**config.mk**
```make
export PLATFORM = sky130hd
export DESIGN_NAME = fifo_word2byte
export DESIGN_NICKNAME = d
export VERILOG_FILES = /design/src/rtl/fifo_pkg.sv /design/src/rtl/fifo_word_mem.sv /design/src/rtl/fifo_word2byte.sv
export SDC_FILE = /design/constraint.sdc
export NUM_CORES = 1
export LEC_CHECK = 0
export BUFFER_PORTS_ARGS = -buffer_cell sky130_fd_sc_hd__buf_2
export CAP_MARGIN = 20
export CORE_ASPECT_RATIO = 1.2
export CORE_UTILIZATION = 47
export DETAILED_ROUTE_END_ITERATION = 10
export PLACE_DENSITY = 0.65
export SLEW_MARGIN = 5
export SYNTH_ARGS = -nofsm -noshare
export SYNTH_HDL_FRONTEND = slang
export SYNTH_SLANG_ARGS = --single-unit
```
**constraint.sdc**
```tcl
create_clock -name clk -period 3.3 [get_ports clk]
set_input_delay 0.66 -clock clk [delete_from_list [all_inputs] [get_ports clk]]
set_output_delay 0.66 -clock clk [all_outputs]
set_load 0.01 [all_outputs]
```
**src/rtl/fifo_pkg.sv**
```systemverilog
// Shared definitions for the word/byte packing and unpacking FIFOs.
package fifo_pkg;

    localparam int BYTES_PER_WORD = 4;
    localparam int BYTE_W         = 8;
    localparam int WORD_W         = BYTES_PER_WORD * BYTE_W;
    localparam int LANE_W         = $clog2(BYTES_PER_WORD);

    typedef logic [LANE_W-1:0] lane_t;

    // Select byte lane 'sel' of a word; lane 0 is the least significant byte.
    function automatic logic [BYTE_W-1:0] lane_sel(input logic [WORD_W-1:0] w,
                                                   input lane_t             sel);
        return w[int'(sel)*BYTE_W +: BYTE_W];
    endfunction

endpackage

```
**src/rtl/fifo_word_mem.sv**
```systemverilog
// DEPTH x 32 word store: synchronous write port, asynchronous read port.
module fifo_word_mem
    import fifo_pkg::*;
#(
    parameter int DEPTH  = 4,
    parameter int ADDR_W = 2
) (
    input  logic              clk,
    input  logic              we,
    input  logic [ADDR_W-1:0] waddr,
    input  logic [WORD_W-1:0] wdata,
    input  logic [ADDR_W-1:0] raddr,
    output logic [WORD_W-1:0] rdata
);

    logic [WORD_W-1:0] mem [DEPTH];

    // Storage has no reset; the pointers guarantee stale words are never read.
    always_ff @(posedge clk) begin
        if (we) mem[waddr] <= wdata;
    end

    assign rdata = mem[raddr];

endmodule

```
**src/rtl/fifo_word2byte.sv**
```systemverilog
// Unpacking FIFO: 32-bit words in, bytes out lowest lane first, one-cycle
// registered read latency.
module fifo_word2byte
    import fifo_pkg::*;
#(
    parameter int DEPTH  = 4,
    parameter int ADDR_W = 2
) (
    input  logic              clk,
    input  logic              rst,
    input  logic [WORD_W-1:0] data_in,
    input  logic              wr_en,
    output logic              full,
    input  logic              rd_en,
    output logic              empty,
    output logic [BYTE_W-1:0] data_out,
    output logic              out_valid,
    output logic              overflow,
    output logic              underflow
);

    localparam logic [ADDR_W:0] COUNT_FULL = (ADDR_W+1)'(DEPTH);
    localparam lane_t           LAST_LANE  = LANE_W'(BYTES_PER_WORD-1);

    logic [ADDR_W-1:0] wr_ptr, rd_ptr;
    logic [ADDR_W:0]   word_count;
    lane_t             byte_sel;
    logic [WORD_W-1:0] head_word;

    logic wr_acc, rd_acc, word_free;

    // Flags come from pre-edge state, so a same-cycle freeing read cannot
    // make room for a write, nor a same-cycle write feed a read.
    assign full      = (word_count == COUNT_FULL);
    assign empty     = (word_count == '0);
    assign wr_acc    = wr_en && !full;
    assign rd_acc    = rd_en && !empty;
    assign word_free = rd_acc && (byte_sel == LAST_LANE);

    fifo_word_mem #(
        .DEPTH  (DEPTH),
        .ADDR_W (ADDR_W)
    ) u_mem (
        .clk   (clk),
        .we    (wr_acc && !rst),
        .waddr (wr_ptr),
        .wdata (data_in),
        .raddr (rd_ptr),
        .rdata (head_word)
    );

    // Pointers, occupancy and lane select.
    always_ff @(posedge clk) begin
        if (rst) begin
            wr_ptr     <= '0;
            rd_ptr     <= '0;
            word_count <= '0;
            byte_sel   <= '0;
        end else begin
            if (wr_acc)    wr_ptr   <= wr_ptr + 1'b1;
            if (word_free) rd_ptr   <= rd_ptr + 1'b1;
            if (rd_acc)    byte_sel <= byte_sel + 1'b1;  // wraps 3 -> 0
            if (wr_acc && !word_free)      word_count <= word_count + 1'b1;
            else if (word_free && !wr_acc) word_count <= word_count - 1'b1;
        end
    end

    // Registered byte output, valid pulse and sticky error flags.
    always_ff @(posedge clk) begin
        if (rst) begin
            data_out  <= '0;
            out_valid <= 1'b0;
            overflow  <= 1'b0;
            underflow <= 1'b0;
        end else begin
            out_valid <= rd_acc;
            if (rd_acc)          data_out  <= lane_sel(head_word, byte_sel);
            if (wr_en && full)   overflow  <= 1'b1;
            if (rd_en && empty)  underflow <= 1'b1;
        end
    end

endmodule

```
Word level (Yosys, flattened, before mapping). Memories as Yosys holds them, arrays and structs flattened. A register that Yosys moved wholly into a read port is not among the register bits. Cells that the tools add are included.

Eq/ne operators: 2. Shift-type cells: 1. $add $sub $neg: 5. Reduce and logical (&&, ||, !) cells: 15. Multiplexer cells: 6.

Operator list (number): indexed part select 32 x 6 -> 8 bit (1); logical AND 1 bit (8); adder 2 x 1 -> 2 bit (second input constant) (3); two-way mux 3 bit (2); zero test 1 bit (5); two-way mux 2 bit (2); adder 3 x 1 -> 3 bit (second input constant) (1); == test 3 bit (second input constant) (1); zero test 3 bit (1); subtractor 3 x 1 -> 3 bit (second input constant) (1); == test 2 bit (second input constant) (1); two-way mux 1 bit (2); nonzero test 2 bit (1).

Memories: 1. Memory bits (writable): 128. Output and inout port bits: 13. Logic and storage cells: 38. Input bits: 36. Flip-flop bits (word level): 20.

Memory list: u_mem.mem (words 4, width 32, read ports 1, clocked after Yosys merged registers in 1, wr ports 1, RTL line fifo_word_mem.sv:16) `logic [WORD_W-1:0] mem [DEPTH];`.

Logic depth before layout (Yosys ltp).
Depth in word-level cells: 7. Gate-level depth with buffers: 8. Depth with buffers taken out: 8.

Modules after synthesis. A second synthesis with hierarchy kept.

Cell total of the unflattened synthesis: 272. Area total of the unflattened synthesis: 5701.7 µm².

Modules (own cells, without submodules): fifo_word_mem (instances 1, seq. area each 3843.7 µm², cells an instance 171, area each 4689.5 µm²); fifo_word2byte (instances 1, seq. area each 400.4 µm², cells an instance 101, area each 1012.2 µm²).

Least setup slack after synthesis. OpenSTA, ideal clock, no wires.

Path type: input to register. Start point: in wr_en. End point: mem u_mem.mem[0][0] (netlist bit), enable pin. Data required time: 2.908 ns. Setup slack: 1.097 ns. Stages on the path: 3. Buffers on the path: 0. Arrival time: 1.811 ns. Library setup time: 0.392 ns. Cells stage by stage: inv_1 -> nor3_1 -> and2_1.

Longest elaborated chain between the ends: 4.

Ends and longest elaborated chain: start, declared (RTL line fifo_word2byte.sv:12) `input logic wr_en,`; logical AND 1 bit (RTL line fifo_word2byte.sv:36) `assign wr_acc = wr_en && !full;`; logical AND 1 bit (RTL line fifo_word2byte.sv:45) `.we (wr_acc && !rst),`; two-way mux 1 bit (RTL line fifo_word_mem.sv:20) `if (we) mem[waddr] <= wdata;`; two-way mux 1 bit (not written as such) (RTL line fifo_word_mem.sv:20); end, declared (RTL line fifo_word_mem.sv:16).

Every way passes these cells.

Worst setup path after layout.
Start point: reg word_count[0]. End point: reg word_count[2].

Longest elaborated chain between the ends: 7. Elaborated cells on any way between the ends: 16. Those cells by class: 2 x add/sub; 1 x eq/ne; 2 x mux; 11 x reduce/logical.

Ends and longest elaborated chain: start, declared (RTL line fifo_word2byte.sv:26) `logic [ADDR_W:0] word_count;`; start signal, assigned (RTL line fifo_word2byte.sv:63) `if (wr_acc && !word_free) word_count <= word_count + 1'b1;`; start signal, assigned (RTL line fifo_word2byte.sv:64) `else if (word_free && !wr_acc) word_count <= word_count - 1'b1;`; branches (longest 7 deep; another with subtractor 3 x 1 -> 3 bit).

Several ways; the timed one is not identified. The select of a mux whose other input is x is not followed. A chain may end at the register's enable or synchronous reset.

==> results.cfg <==
[run_status]
status = completed

[hold_path]
worstHoldPathCells = 1
min_from = data_in[22]
min_to = u_mem.mem[2][22]
hp-class = in2reg

[worst_setup_path]
worstPathArrival_ns = 2.53
crit_fanout = 6
crit_family = adder cells
criticalPathCategory = reg2reg
crit_chain = o311ai_2 > ha_1 > inv_1 > fa_1 > xor2_1 > or3_1 > a21oi_1
crit_path_max_incr_delay_ns = 0.41
rrSetupSlack_ns = 1.11
crit_path_end_kind = flip-flop
worst_r2r_endpoint = word_count[2]
setup.worst_path.start_class = flip-flop
r2r-start = word_count[0]
r2r_cells = 7
path_buf_inv = 1
slowest_stage = dfxtp_1
cp.required_ns = 3.63
crit_start = word_count[0]

[sta]
finClkSkew_ns = 0.0122
drv_slew = 0
fmax_ghz = 0.456
setup_viol = 0
relSlewSlack_pct = 34.8
tns_ns = 0
post-route-min-period_ns = 2.19
hold_violations = 0
tightest_slew_ns = 0.972
rsz0062_at_grt = false
post-route-period-util_pct = 66.4

[power_and_ir_drop]
vdd_ir_drop_max_v = 0.000308
p_int_mw = 3.51
swShare_pct = 21.9
combPwrFrac_pct = 8.3
seq_power_share_pct = 49.3
power.leakage_nw = 2.39
p_sw_mw = 0.983
p_per_area_nw_per_um2 = 652
clkPwrFrac_pct = 42.4

[route]
first_iter_violations = 142
firstDrtPassIters = 4
vias = 2766
ant_nets = 0
wirelength_mm = 9.73
detail_route.wl_per_cell_um = 18.8
avgViaCountPerCell = 5.36
route.detailed.drc = 0

[placed_design]
port_buffers = 48
gp_congestion = 0.717
dp_hpwl_mm = 5.68
placed_cell_area_um2 = 6280

[grt]
first_global_vias = 2820
grtUsageTotal_pct = 16.4
grt_pass1_wl_mm = 15.3
grt_overflow_total = 0
antenna_found_initial = 0
grt_max_degree = 33

[floorplanning]
fp.dieH_um = 124
die-area_um2 = 12900
row_count = 44
core_um2 = 12100
initial_core_util_pct = 48.4
die_x_um = 104
ioPinCount = 49

[cts]
clkSlewWorstSetupHoldPaths_ns = 0.06
clockBufferDepth = 2
clock_tree.root_cell = clkbuf_16
hold_buffers = 0
clock-sinks = 150
tritoncts = done
cts_resized = 0
numCtsBuffers = 17
cts_max_level = 4
post_cts_buffers = 0
clock_latency_ns = 0.41

[yosys]
yosysSeqAreaShare_pct = 73.1
ys_types = 27
syn_nets = 324
synth-edff-count = 128
synth_area_per_cell_um2 = 20.9
async_flop_share_pct = 0
ys.warnings.count = 0
ys.flop_type = edfxtp_1
ys_ff_latch = 150
synthCells = 281
syn_area_um2 = 5860

[final_layout]
utilization_pct = 56.9
fin_area_um2 = 6890
num_antenna_cells = 0
area_growth_pct = 17.5
mostFrequentLayoutCells = 128 x edfxtp_1, 48 x buf_2, 28 x mux4_1
drive_above_1_share_pct = 26.8
final_common_cell = edfxtp_1
fillers = 938
nets = 385

[flow_run]
drv_cap = 0
power groups by stage:
stage | clock network [mW] | registers [mW] | logic [mW]
2_1_floorplan | 0 | 2.25 | 0.233
3_3_place_gp | 0 | 2.25 | 0.372
3_5_place_dp | 0 | 2.25 | 0.382
4_1_cts | 1.94 | 2.21 | 0.383
5_1_grt | 2.03 | 2.22 | 0.414
6_report | 1.90 | 2.21 | 0.372
cells in the mapped netlist (2+ instances only):
cell | instances | area share [%]
buf_1 | 4 | 0.26
nand3b_1 | 9 | 1.2
inv_1 | 5 | 0.32
dfxtp_1 | 22 | 7.5
mux4_1 | 28 | 13
o21ai_0 | 4 | 0.34
and2_1 | 4 | 0.43
edfxtp_1 | 128 | 66
mux4_2 | 4 | 1.5
ha_1 | 6 | 1.3
clkbuf_1 | 4 | 0.26
nor2_1 | 10 | 0.64
o221ai_1 | 8 | 1.2
nor3_1 | 2 | 0.17
xor2_1 | 3 | 0.45
or3_1 | 4 | 0.43
a21oi_1 | 6 | 0.51
buf_6 | 4 | 0.77
mux2i_1 | 18 | 3.1
logic make-up after synthesis:
logic type,Yosys count,share of synthesized area [%]
muxes,50,17.2
buffers and inverters,19,1.81
xor gates and xnor gates,4,0.598
adders and majority gates,7,1.62
DFF,150,73.1
AOI/OAI and AO/OA,20,2.54
and+or+nand+nor,31,3.18
per-layer routing:
metal / GRT usage [%] / vias up / share of wire [%]
met3: 4.13 / 16 / 3.0
li1: - / 1294 / -
met2: 27.7 / 56 / 52
met5: 0 / - / 0
met1: 19.9 / 1400 / 43
met4: 7.06 / 0 / 1.7
state kept, by name, indices dropped and copies added, names as in the netlist, named ones only:
signal	flops
u_mem.mem	128
data_out	8
word_count	3
byte_sel	2
rd_ptr	2
wr_ptr	2
out_valid	1
overflow	1
underflow	1
worst max path at each step:
| stage | end | slack [ns] | cells past startpoint |
|---|---|---|---|
| 4_1_cts | word_count[2] | 1.10 | 7 |
| 3_5_place_dp | word_count[2] | 1.02 | 8 |
| 2_1_floorplan | u_mem.mem[0][0] | 1.10 | 3 |
| 5_1_grt | word_count[2] | 0.97 | 7 |
| 3_3_place_gp | word_count[2] | 1.06 | 8 |
| 6_report | word_count[2] | 1.11 | 7 |
final cells by class:
cell class	count	area (um2)	area share (%)
Clock buffer	24	557	8.08
Clock inverter	8	55.1	0.799
Inverter	5	18.8	0.272
Multi-Input combinational cell	112	1470	21.4
Sequential cell	150	4290	62.2
Tap cell	161	201	2.92
Timing Repair Buffer	56	300	4.36
stage by stage:
step	instances	hold slack, ns	total power, mW	setup slack (ns)
floorplan	281	0.459	2.48	1.10
global placement	484	0.447	2.62	1.06
detailed placement	484	0.452	2.64	1.02
CTS	516	0.445	4.54	1.10
global route	516	0.447	4.66	0.965
finish	516	0.463	4.49	1.11
worst register-to-register path, stage by stage, from the launching register on:
cell	delay, ns
dfxtp_1	0.41
o311ai_2	0.42
ha_1	0.25
inv_1	0.06
fa_1	0.37
xor2_1	0.17
or3_1	0.30
a21oi_1	0.13
Note: power is estimated with default switching activity, not from simulation.
